## src/rtl/sdram_vid_pkg.sv

```systemverilog
// sdram_vid_pkg: shared types and constants for the SDRAM video fetch block.
// Optional build macro used by the block: VID_FETCH_TIMEOUT_EN.
package sdram_vid_pkg;

  localparam int ADDR_W_DEF  = 25;
  localparam int LEN_W_DEF   = 10;
  localparam int FIFO_AW_DEF = 4;
  localparam int TMO_CYC_DEF = 32;

  // One controller read returns a 32-bit pair as two 16-bit words.
  localparam int WORDS_PER_REQ = 2;
  localparam int BYTES_PER_REQ = 4;

  typedef enum logic [1:0] {
    S_IDLE = 2'd0,
    S_REQ  = 2'd1,
    S_DATA = 2'd2,
    S_GAP  = 2'd3
  } vid_state_e;

endpackage

```

## src/rtl/vid_line_fifo.sv

```systemverilog
// vid_line_fifo: small synchronous first-word-fall-through FIFO with flush,
// occupancy output and a sticky underrun flag (read while empty).
module vid_line_fifo #(
  parameter int AW = 4,
  parameter int DW = 16
) (
  input  logic          clk,
  input  logic          srst,
  input  logic          flush,
  input  logic          wr_en,
  input  logic [DW-1:0] wr_data,
  input  logic          rd_en,
  output logic [DW-1:0] rd_data,
  output logic          valid,
  output logic [AW:0]   count,
  output logic          underrun
);

  localparam int DEPTH = 1 << AW;

  logic [DW-1:0] mem [DEPTH];
  logic [AW-1:0] wr_ptr_reg, rd_ptr_reg;
  logic [AW:0]   count_reg;
  logic          underrun_reg;
  logic          empty, full, push, pop;

  assign empty = (count_reg == '0);
  assign full  = (count_reg == (AW+1)'(DEPTH));
  assign push  = wr_en & ~full & ~srst & ~flush;
  assign pop   = rd_en & ~empty & ~srst & ~flush;

  // Word storage; contents are only meaningful between the pointers.
  always_ff @(posedge clk) begin
    if (push) mem[wr_ptr_reg] <= wr_data;
  end

  // Pointers and occupancy; simultaneous push and pop leave count unchanged.
  always_ff @(posedge clk) begin
    if (srst || flush) begin
      wr_ptr_reg <= '0;
      rd_ptr_reg <= '0;
      count_reg  <= '0;
    end else begin
      if (push) wr_ptr_reg <= wr_ptr_reg + AW'(1);
      if (pop)  rd_ptr_reg <= rd_ptr_reg + AW'(1);
      case ({push, pop})
        2'b10:   count_reg <= count_reg + (AW+1)'(1);
        2'b01:   count_reg <= count_reg - (AW+1)'(1);
        default: count_reg <= count_reg;
      endcase
    end
  end

  // Sticky underrun, cleared by reset or a flush at line start.
  always_ff @(posedge clk) begin
    if (srst || flush)      underrun_reg <= 1'b0;
    else if (rd_en && empty) underrun_reg <= 1'b1;
  end

  assign rd_data  = empty ? '0 : mem[rd_ptr_reg];
  assign valid    = ~empty;
  assign count    = count_reg;
  assign underrun = underrun_reg;

endmodule

```

## src/rtl/sdram_vid_fetch.sv

```systemverilog
// sdram_vid_fetch: per-line video read initiator for the SDRAM controller's
// video port. Fetches 32-bit pairs via req/ack/ready and hands 16-bit words
// to the pixel pipeline through a FWFT FIFO.
// Optional macro VID_FETCH_TIMEOUT_EN adds a watchdog and the tmo_err output.
module sdram_vid_fetch
  import sdram_vid_pkg::*;
#(
  parameter int ADDR_W  = ADDR_W_DEF,
  parameter int LEN_W   = LEN_W_DEF,
  parameter int FIFO_AW = FIFO_AW_DEF,
  parameter int TMO_CYC = TMO_CYC_DEF
) (
  input  logic              clk,
  input  logic              init,
  input  logic              line_start,
  input  logic [ADDR_W-1:0] line_base,
  input  logic [LEN_W-1:0]  line_pairs,
  output logic              sdram_vid_req,
  output logic [ADDR_W-1:0] sdram_vid_addr,
  input  logic              sdram_vid_ack,
  input  logic              sdram_vid_ready,
  input  logic [15:0]       sdram_dout,
  input  logic              pix_rd,
  output logic [15:0]       pix_data,
  output logic              pix_valid,
  output logic              fetch_busy,
  output logic              line_done,
  output logic              underrun
`ifdef VID_FETCH_TIMEOUT_EN
  ,
  output logic              tmo_err
`endif
);

  vid_state_e        state_reg;
  logic [ADDR_W-1:0] base_reg, addr_reg, pend_base_reg;
  logic [LEN_W-1:0]  rem_reg, pend_len_reg;
  logic              pend_reg, word_reg, req_reg, busy_reg, done_reg;
  logic [FIFO_AW:0]  fifo_count;
  logic              start_now, free_ok, fifo_wr, tmo_hit;
  logic [ADDR_W-1:0] start_base;
  logic [LEN_W-1:0]  start_len;

  // A new line is taken only in S_IDLE; a fresh pulse beats a pending one.
  assign start_now  = (state_reg == S_IDLE) && (line_start || pend_reg);
  assign start_base = line_start ? (line_base & ~ADDR_W'(3)) : pend_base_reg;
  assign start_len  = line_start ? line_pairs : pend_len_reg;
  // Request only when the whole pair is guaranteed to fit.
  assign free_ok    = fifo_count <= (FIFO_AW+1)'((1 << FIFO_AW) - WORDS_PER_REQ);
  assign fifo_wr    = (state_reg == S_DATA) && sdram_vid_ready && !tmo_hit;

`ifdef VID_FETCH_TIMEOUT_EN
  localparam int TW = $clog2(TMO_CYC + 1);
  logic [TW-1:0] tmo_cnt_reg;
  logic          tmo_err_reg;

  assign tmo_hit = ((state_reg == S_REQ) || (state_reg == S_DATA)) &&
                   (tmo_cnt_reg == TW'(TMO_CYC - 1));
  assign tmo_err = tmo_err_reg;

  // Watchdog: counts clocks spent waiting on the controller.
  always_ff @(posedge clk) begin
    if (init || !((state_reg == S_REQ) || (state_reg == S_DATA)))
      tmo_cnt_reg <= '0;
    else
      tmo_cnt_reg <= tmo_cnt_reg + TW'(1);
  end
`else
  assign tmo_hit = 1'b0;
`endif

  // Fetch sequencer: line start/pending, request handshake and pair capture.
  always_ff @(posedge clk) begin
    if (init) begin
      state_reg     <= S_IDLE;
      base_reg      <= '0;
      addr_reg      <= '0;
      rem_reg       <= '0;
      pend_reg      <= 1'b0;
      pend_base_reg <= '0;
      pend_len_reg  <= '0;
      word_reg      <= 1'b0;
      req_reg       <= 1'b0;
      busy_reg      <= 1'b0;
      done_reg      <= 1'b0;
`ifdef VID_FETCH_TIMEOUT_EN
      tmo_err_reg   <= 1'b0;
`endif
    end else begin
      done_reg <= 1'b0;
      if (line_start && state_reg != S_IDLE) begin
        pend_reg      <= 1'b1;
        pend_base_reg <= line_base & ~ADDR_W'(3);
        pend_len_reg  <= line_pairs;
      end
      case (state_reg)
        S_IDLE: begin
          if (start_now) begin
            base_reg <= start_base;
            rem_reg  <= start_len;
            pend_reg <= 1'b0;
            busy_reg <= (start_len != '0);
            done_reg <= (start_len == '0);
`ifdef VID_FETCH_TIMEOUT_EN
            tmo_err_reg <= 1'b0;
`endif
          end else if (rem_reg != '0 && free_ok && !sdram_vid_ack) begin
            state_reg <= S_REQ;
            req_reg   <= 1'b1;
            addr_reg  <= base_reg;
          end
        end
        S_REQ: begin
          if (sdram_vid_ack) begin
            req_reg   <= 1'b0;
            word_reg  <= 1'b0;
            state_reg <= S_DATA;
          end
        end
        S_DATA: begin
          if (sdram_vid_ready) begin
            if (word_reg) begin
              base_reg  <= base_reg + ADDR_W'(BYTES_PER_REQ);
              rem_reg   <= rem_reg - LEN_W'(1);
              word_reg  <= 1'b0;
              state_reg <= S_GAP;
            end else begin
              word_reg <= 1'b1;
            end
          end
        end
        default: begin
          if (!sdram_vid_ack) begin
            state_reg <= S_IDLE;
            if (rem_reg == '0) begin
              done_reg <= 1'b1;
              busy_reg <= 1'b0;
            end
          end
        end
      endcase
`ifdef VID_FETCH_TIMEOUT_EN
      if (tmo_hit) begin
        tmo_err_reg <= 1'b1;
        req_reg     <= 1'b0;
        word_reg    <= 1'b0;
        rem_reg     <= '0;
        state_reg   <= S_GAP;
      end
`endif
    end
  end

  vid_line_fifo #(
    .AW(FIFO_AW),
    .DW(16)
  ) u_fifo (
    .clk     (clk),
    .srst    (init),
    .flush   (start_now),
    .wr_en   (fifo_wr),
    .wr_data (sdram_dout),
    .rd_en   (pix_rd),
    .rd_data (pix_data),
    .valid   (pix_valid),
    .count   (fifo_count),
    .underrun(underrun)
  );

  assign sdram_vid_req  = req_reg;
  assign sdram_vid_addr = addr_reg;
  assign fetch_busy     = busy_reg;
  assign line_done      = done_reg;

endmodule

```

## config.mk

```make
export PLATFORM = sky130hd
export DESIGN_NAME = sdram_vid_fetch
export DESIGN_NICKNAME = d
export VERILOG_FILES = /design/src/rtl/sdram_vid_pkg.sv /design/src/rtl/vid_line_fifo.sv /design/src/rtl/sdram_vid_fetch.sv
export SDC_FILE = /design/constraint.sdc
export NUM_CORES = 1
export LEC_CHECK = 0
export ABC_AREA = 0
export ABC_CLOCK_PERIOD_IN_PS = 3300
export BUFFER_PORTS_ARGS = -buffer_cell sky130_fd_sc_hd__buf_2
export CORE_ASPECT_RATIO = 1.4
export CORE_MARGIN = 8
export CORE_UTILIZATION = 55
export CTS_CLUSTER_SIZE = 16
export DETAILED_ROUTE_END_ITERATION = 8
export MAX_ROUTING_LAYER = met4
export PLACE_DENSITY = 0.76
export SYNTH_ARGS = -nofsm -noshare
export SYNTH_HDL_FRONTEND = slang
export SYNTH_SLANG_ARGS = --single-unit
```

## constraint.sdc

```tcl
create_clock -name clk -period 3.3 [get_ports clk]
set_input_delay 0 -clock clk [delete_from_list [all_inputs] [get_ports clk]]
set_output_delay 0 -clock clk [all_outputs]
set_load 0.03 [all_outputs]
```

==> results.py <==
metrics = {
    "run_status": {
        "status": "complete, no violations",
    },
    "grt": {
        "grt_pass1_wl_um": 57850,
        "grt_pass1_vias": 10230,
        "gr-usage-all-layers_pct": 22.86,
        "grt_antenna_before_repair": 0,
        "grt_max_degree": 61,
        "grt-ovfl-total": 0,
    },
    "finish": {
        "final_nets": 1349,
        "diodes": 0,
        "drive_above_1_share_pct": 23.25,
        "fin_area_um2": 18460,
        "areaGrowthSynthToFinish_pct": 18.64,
        "largest_register_ffs": 256,
        "top_register": "u_fifo.mem",
        "nFillCells": 1976,
    },
    "timing": {
        "max-slew-margin-rel_pct": 19.68,
        "setup_tns_ns": 0,
        "finalHoldViolations": 0,
        "rsz0062_at_grt": "false",
        "slew_violations": 0,
        "fin_crit_sh_pct": 92.23,
        "fmax_ghz": 0.3286,
        "skew_ns": 0.01277,
        "min_period_ns": 3.044,
        "finalSetupViolations": 0,
        "tightestPinTransition_ns": 1.203,
        "timing.final.ws_setup_ns": 0.2565,
    },
    "yosys": {
        "synth-seq-cells": 370,
        "yosysTopAreaCellShare_pct": 49.40,
        "synth_area_per_cell_um2": 14.07,
        "ys_seq_area_share_pct": 64.07,
        "netlist_area_um2": 15560,
        "yosysMostFrequentCell": "edfxtp_1",
        "synth_area_leaders": "edfxtp_1, dfxtp_1, mux4_2",
        "ys.flop_type": "edfxtp_1",
        "synthArstFlopShare_pct": 0,
        "synth_common_cells": "edfxtp_1, dfxtp_1, nand2_1",
        "synth_top_cell_by_area": "edfxtp_1",
        "synth_cells": 1106,
        "synth_warnings": 0,
        "synth_edf_count": 256,
        "synth.distinct_cells": 60,
    },
    "critical_path": {
        "endpoint_kind": "register",
        "required_ns": 3.75,
        "critPathMaxFanout": 8,
        "slowest_stage": "nor4_4",
        "critical_path_buf_inv_count": 1,
        "crit_arrival_ns": 3.50,
        "crit_chain": "nor4_4 -> nor2b_1 -> inv_1 -> nand2_1 -> nor2_1 -> ha_1 -> xor2_1 -> ha_1 -> nor2_1 -> nand2_1 -> a31o_2 -> or4_1 -> a21oi_1",
        "cp-start-kind": "register",
        "critPathKind": "reg -> reg",
        "max_stage_delay_ns": 0.40,
        "crit_family": "simple AND/OR/NAND/NOR gates",
    },
    "placement": {
        "dp_slack_ns": 0.3066,
        "dpl_cell_area_um2": 16600,
        "port-buffer-count": 98,
        "gp_congestion": 0.8507,
        "dp_hpwl_um": 21930,
    },
    "floorplanning": {
        "num_rows": 73,
        "ios": 103,
        "die-area_um2": 34010,
        "core-area_um2": 28130,
        "start_util_pct": 55.31,
        "die_h_um": 215.0,
        "die_w_um": 158.2,
    },
    "power_and_ir_drop": {
        "pwr-share-comb_pct": 16.0,
        "internal_power_w": 0.008162,
        "pwr_density_cell_nw_per_um2": 609.0,
        "peakVddDrop_mv": 0.5075,
        "power.leakage_nw": 6.376,
        "p_sw_w": 0.003081,
        "seqPwrFrac_pct": 48.6,
        "switching_share_pct": 27.40,
        "power_frac_clock_pct": 35.4,
    },
    "detailed_routing": {
        "drc_errors": 0,
        "wl_um": 37390,
        "post_drt_wl_per_cell_um": 22.28,
        "via_per_inst": 5.936,
        "dr.first_iter.drc_count": 747,
        "ant_nets": 0,
        "dr.pass1.iters": 5,
        "vias": 9960,
    },
    "cts": {
        "cts_buffers": 36,
        "postCtsSetupRepairBufs": 0,
        "cts_tree": "done",
        "cts_buffer_depth": 3,
        "clk_latency_ns": 0.53,
        "clock-sinks": 370,
        "clk_pin_slew_worst_paths_ns": 0.06,
        "htreeDepth": 2,
        "cts.root.buffer_cell": "clkbuf_16",
    },
    "job": {
        "maxCapViolCount": 0,
    },
    "hold_path": {
        "min_path_type": "in -> reg",
    },
}
## power by group through the flow
stage	logic [W]	clock network [W]	registers [W]
2_1_floorplan	0.00117	0	0.00556
3_3_place_gp	0.00165	0	0.00554
3_5_place_dp	0.00168	0	0.00555
4_1_cts	0.00178	0.00405	0.00545
5_1_grt	0.00199	0.00425	0.00550
6_report	0.00180	0.00398	0.00546
## timing repair
action / CTS / global route
endpoints found under the setup margin: 0 / 0
gates resized for setup: 0 / 0
endpoints found under the hold margin: 329 / 0
hold buffers: 72 / 0
## metal layers
layer	track usage, %	vias to the layer above	share of wire, %
li1	-	4542	-
met1	25.67	4936	37
met2	40.36	400	54
met3	3.515	82	5.5
met4	8.134	0	3.3
met5	-	-	0
## stage by stage
stage	std cells	power [W]	util, %	hold slack (ns)
after detailed placement	1543	0.007232	59.02	0.2594
after floorplan	1107	0.006732	-	0.09887
final	1678	0.01124	65.62	0.2879
after CTS	1678	0.01128	65.62	0.2627
after global placement	1543	0.007190	59.02	0.2528
after global routing	1678	0.01174	65.62	0.2820
## layout make-up
class | count | area, um2 | share of cell area, %
Tap cell | 375 | 469.2 | 2.542
Clock inverter | 18 | 181.4 | 0.9827
Timing Repair Buffer | 209 | 1569 | 8.499
Sequential cell | 370 | 9975 | 54.03
Clock buffer | 45 | 955.9 | 5.178
Inverter | 19 | 71.32 | 0.3863
Multi-Input combinational cell | 642 | 5240 | 28.38
## cells by family after synthesis
| logic type | Yosys count | share of synthesized area, % |
|---|---|---|
| DFF | 370 | 64.07 |
| and+or+nand+nor | 301 | 9.319 |
| AOI/OAI and AO/OA | 179 | 7.003 |
| muxes | 139 | 15.45 |
| buffers and inverters | 95 | 2.613 |
| adders and majority gates | 14 | 1.126 |
| xor gates and xnor gates | 7 | 0.3940 |
| other | 1 | 0.02410 |
## tightest hold or removal path: stages
cell	delay (ns)
dlygate4sd3_1	0.52
buf_2	0.13
nand2_1	0.05
a21oi_1	0.05
## layout by cell type (no fill, tap or decap), types with 8 or more instances in the layout
| master | instances |
|---|---|
| o21ai_0 | 30 |
| clkbuf_16 | 37 |
| inv_1 | 19 |
| a211oi_1 | 16 |
| nor3_1 | 10 |
| a22oi_1 | 8 |
| dlygate4sd3_1 | 72 |
| nor4_1 | 9 |
| mux2i_1 | 49 |
| a21oi_1 | 77 |
| and2_1 | 24 |
| clkbuf_1 | 8 |
| o31ai_1 | 10 |
| buf_4 | 35 |
| edfxtp_1 | 256 |
| nand4_1 | 9 |
| nand3_1 | 16 |
| nor2_1 | 71 |
| or3_1 | 8 |
| ha_1 | 13 |
| nand2_1 | 111 |
| mux4_2 | 80 |
| mux2_2 | 10 |
| buf_2 | 97 |
| dfxtp_1 | 112 |
## path summary, 6_finish.rpt
path,cells past startpoint,slack (ns),from,to
min,4,0.29,line_base[13],pend_base_reg[13]$_SDFFE_PP0P_
min reg2reg,2,0.45,pend_base_reg[17]$_SDFFE_PP0P_,pend_base_reg[17]$_SDFFE_PP0P_
max reg2reg,13,0.26,u_fifo.count[1]$_SDFFE_PP0P_,u_fifo.count[4]$_SDFFE_PP0P_
max,13,0.26,u_fifo.count[1]$_SDFFE_PP0P_,u_fifo.count[4]$_SDFFE_PP0P_
No activity file was read; power rests on OpenSTA's default activity.
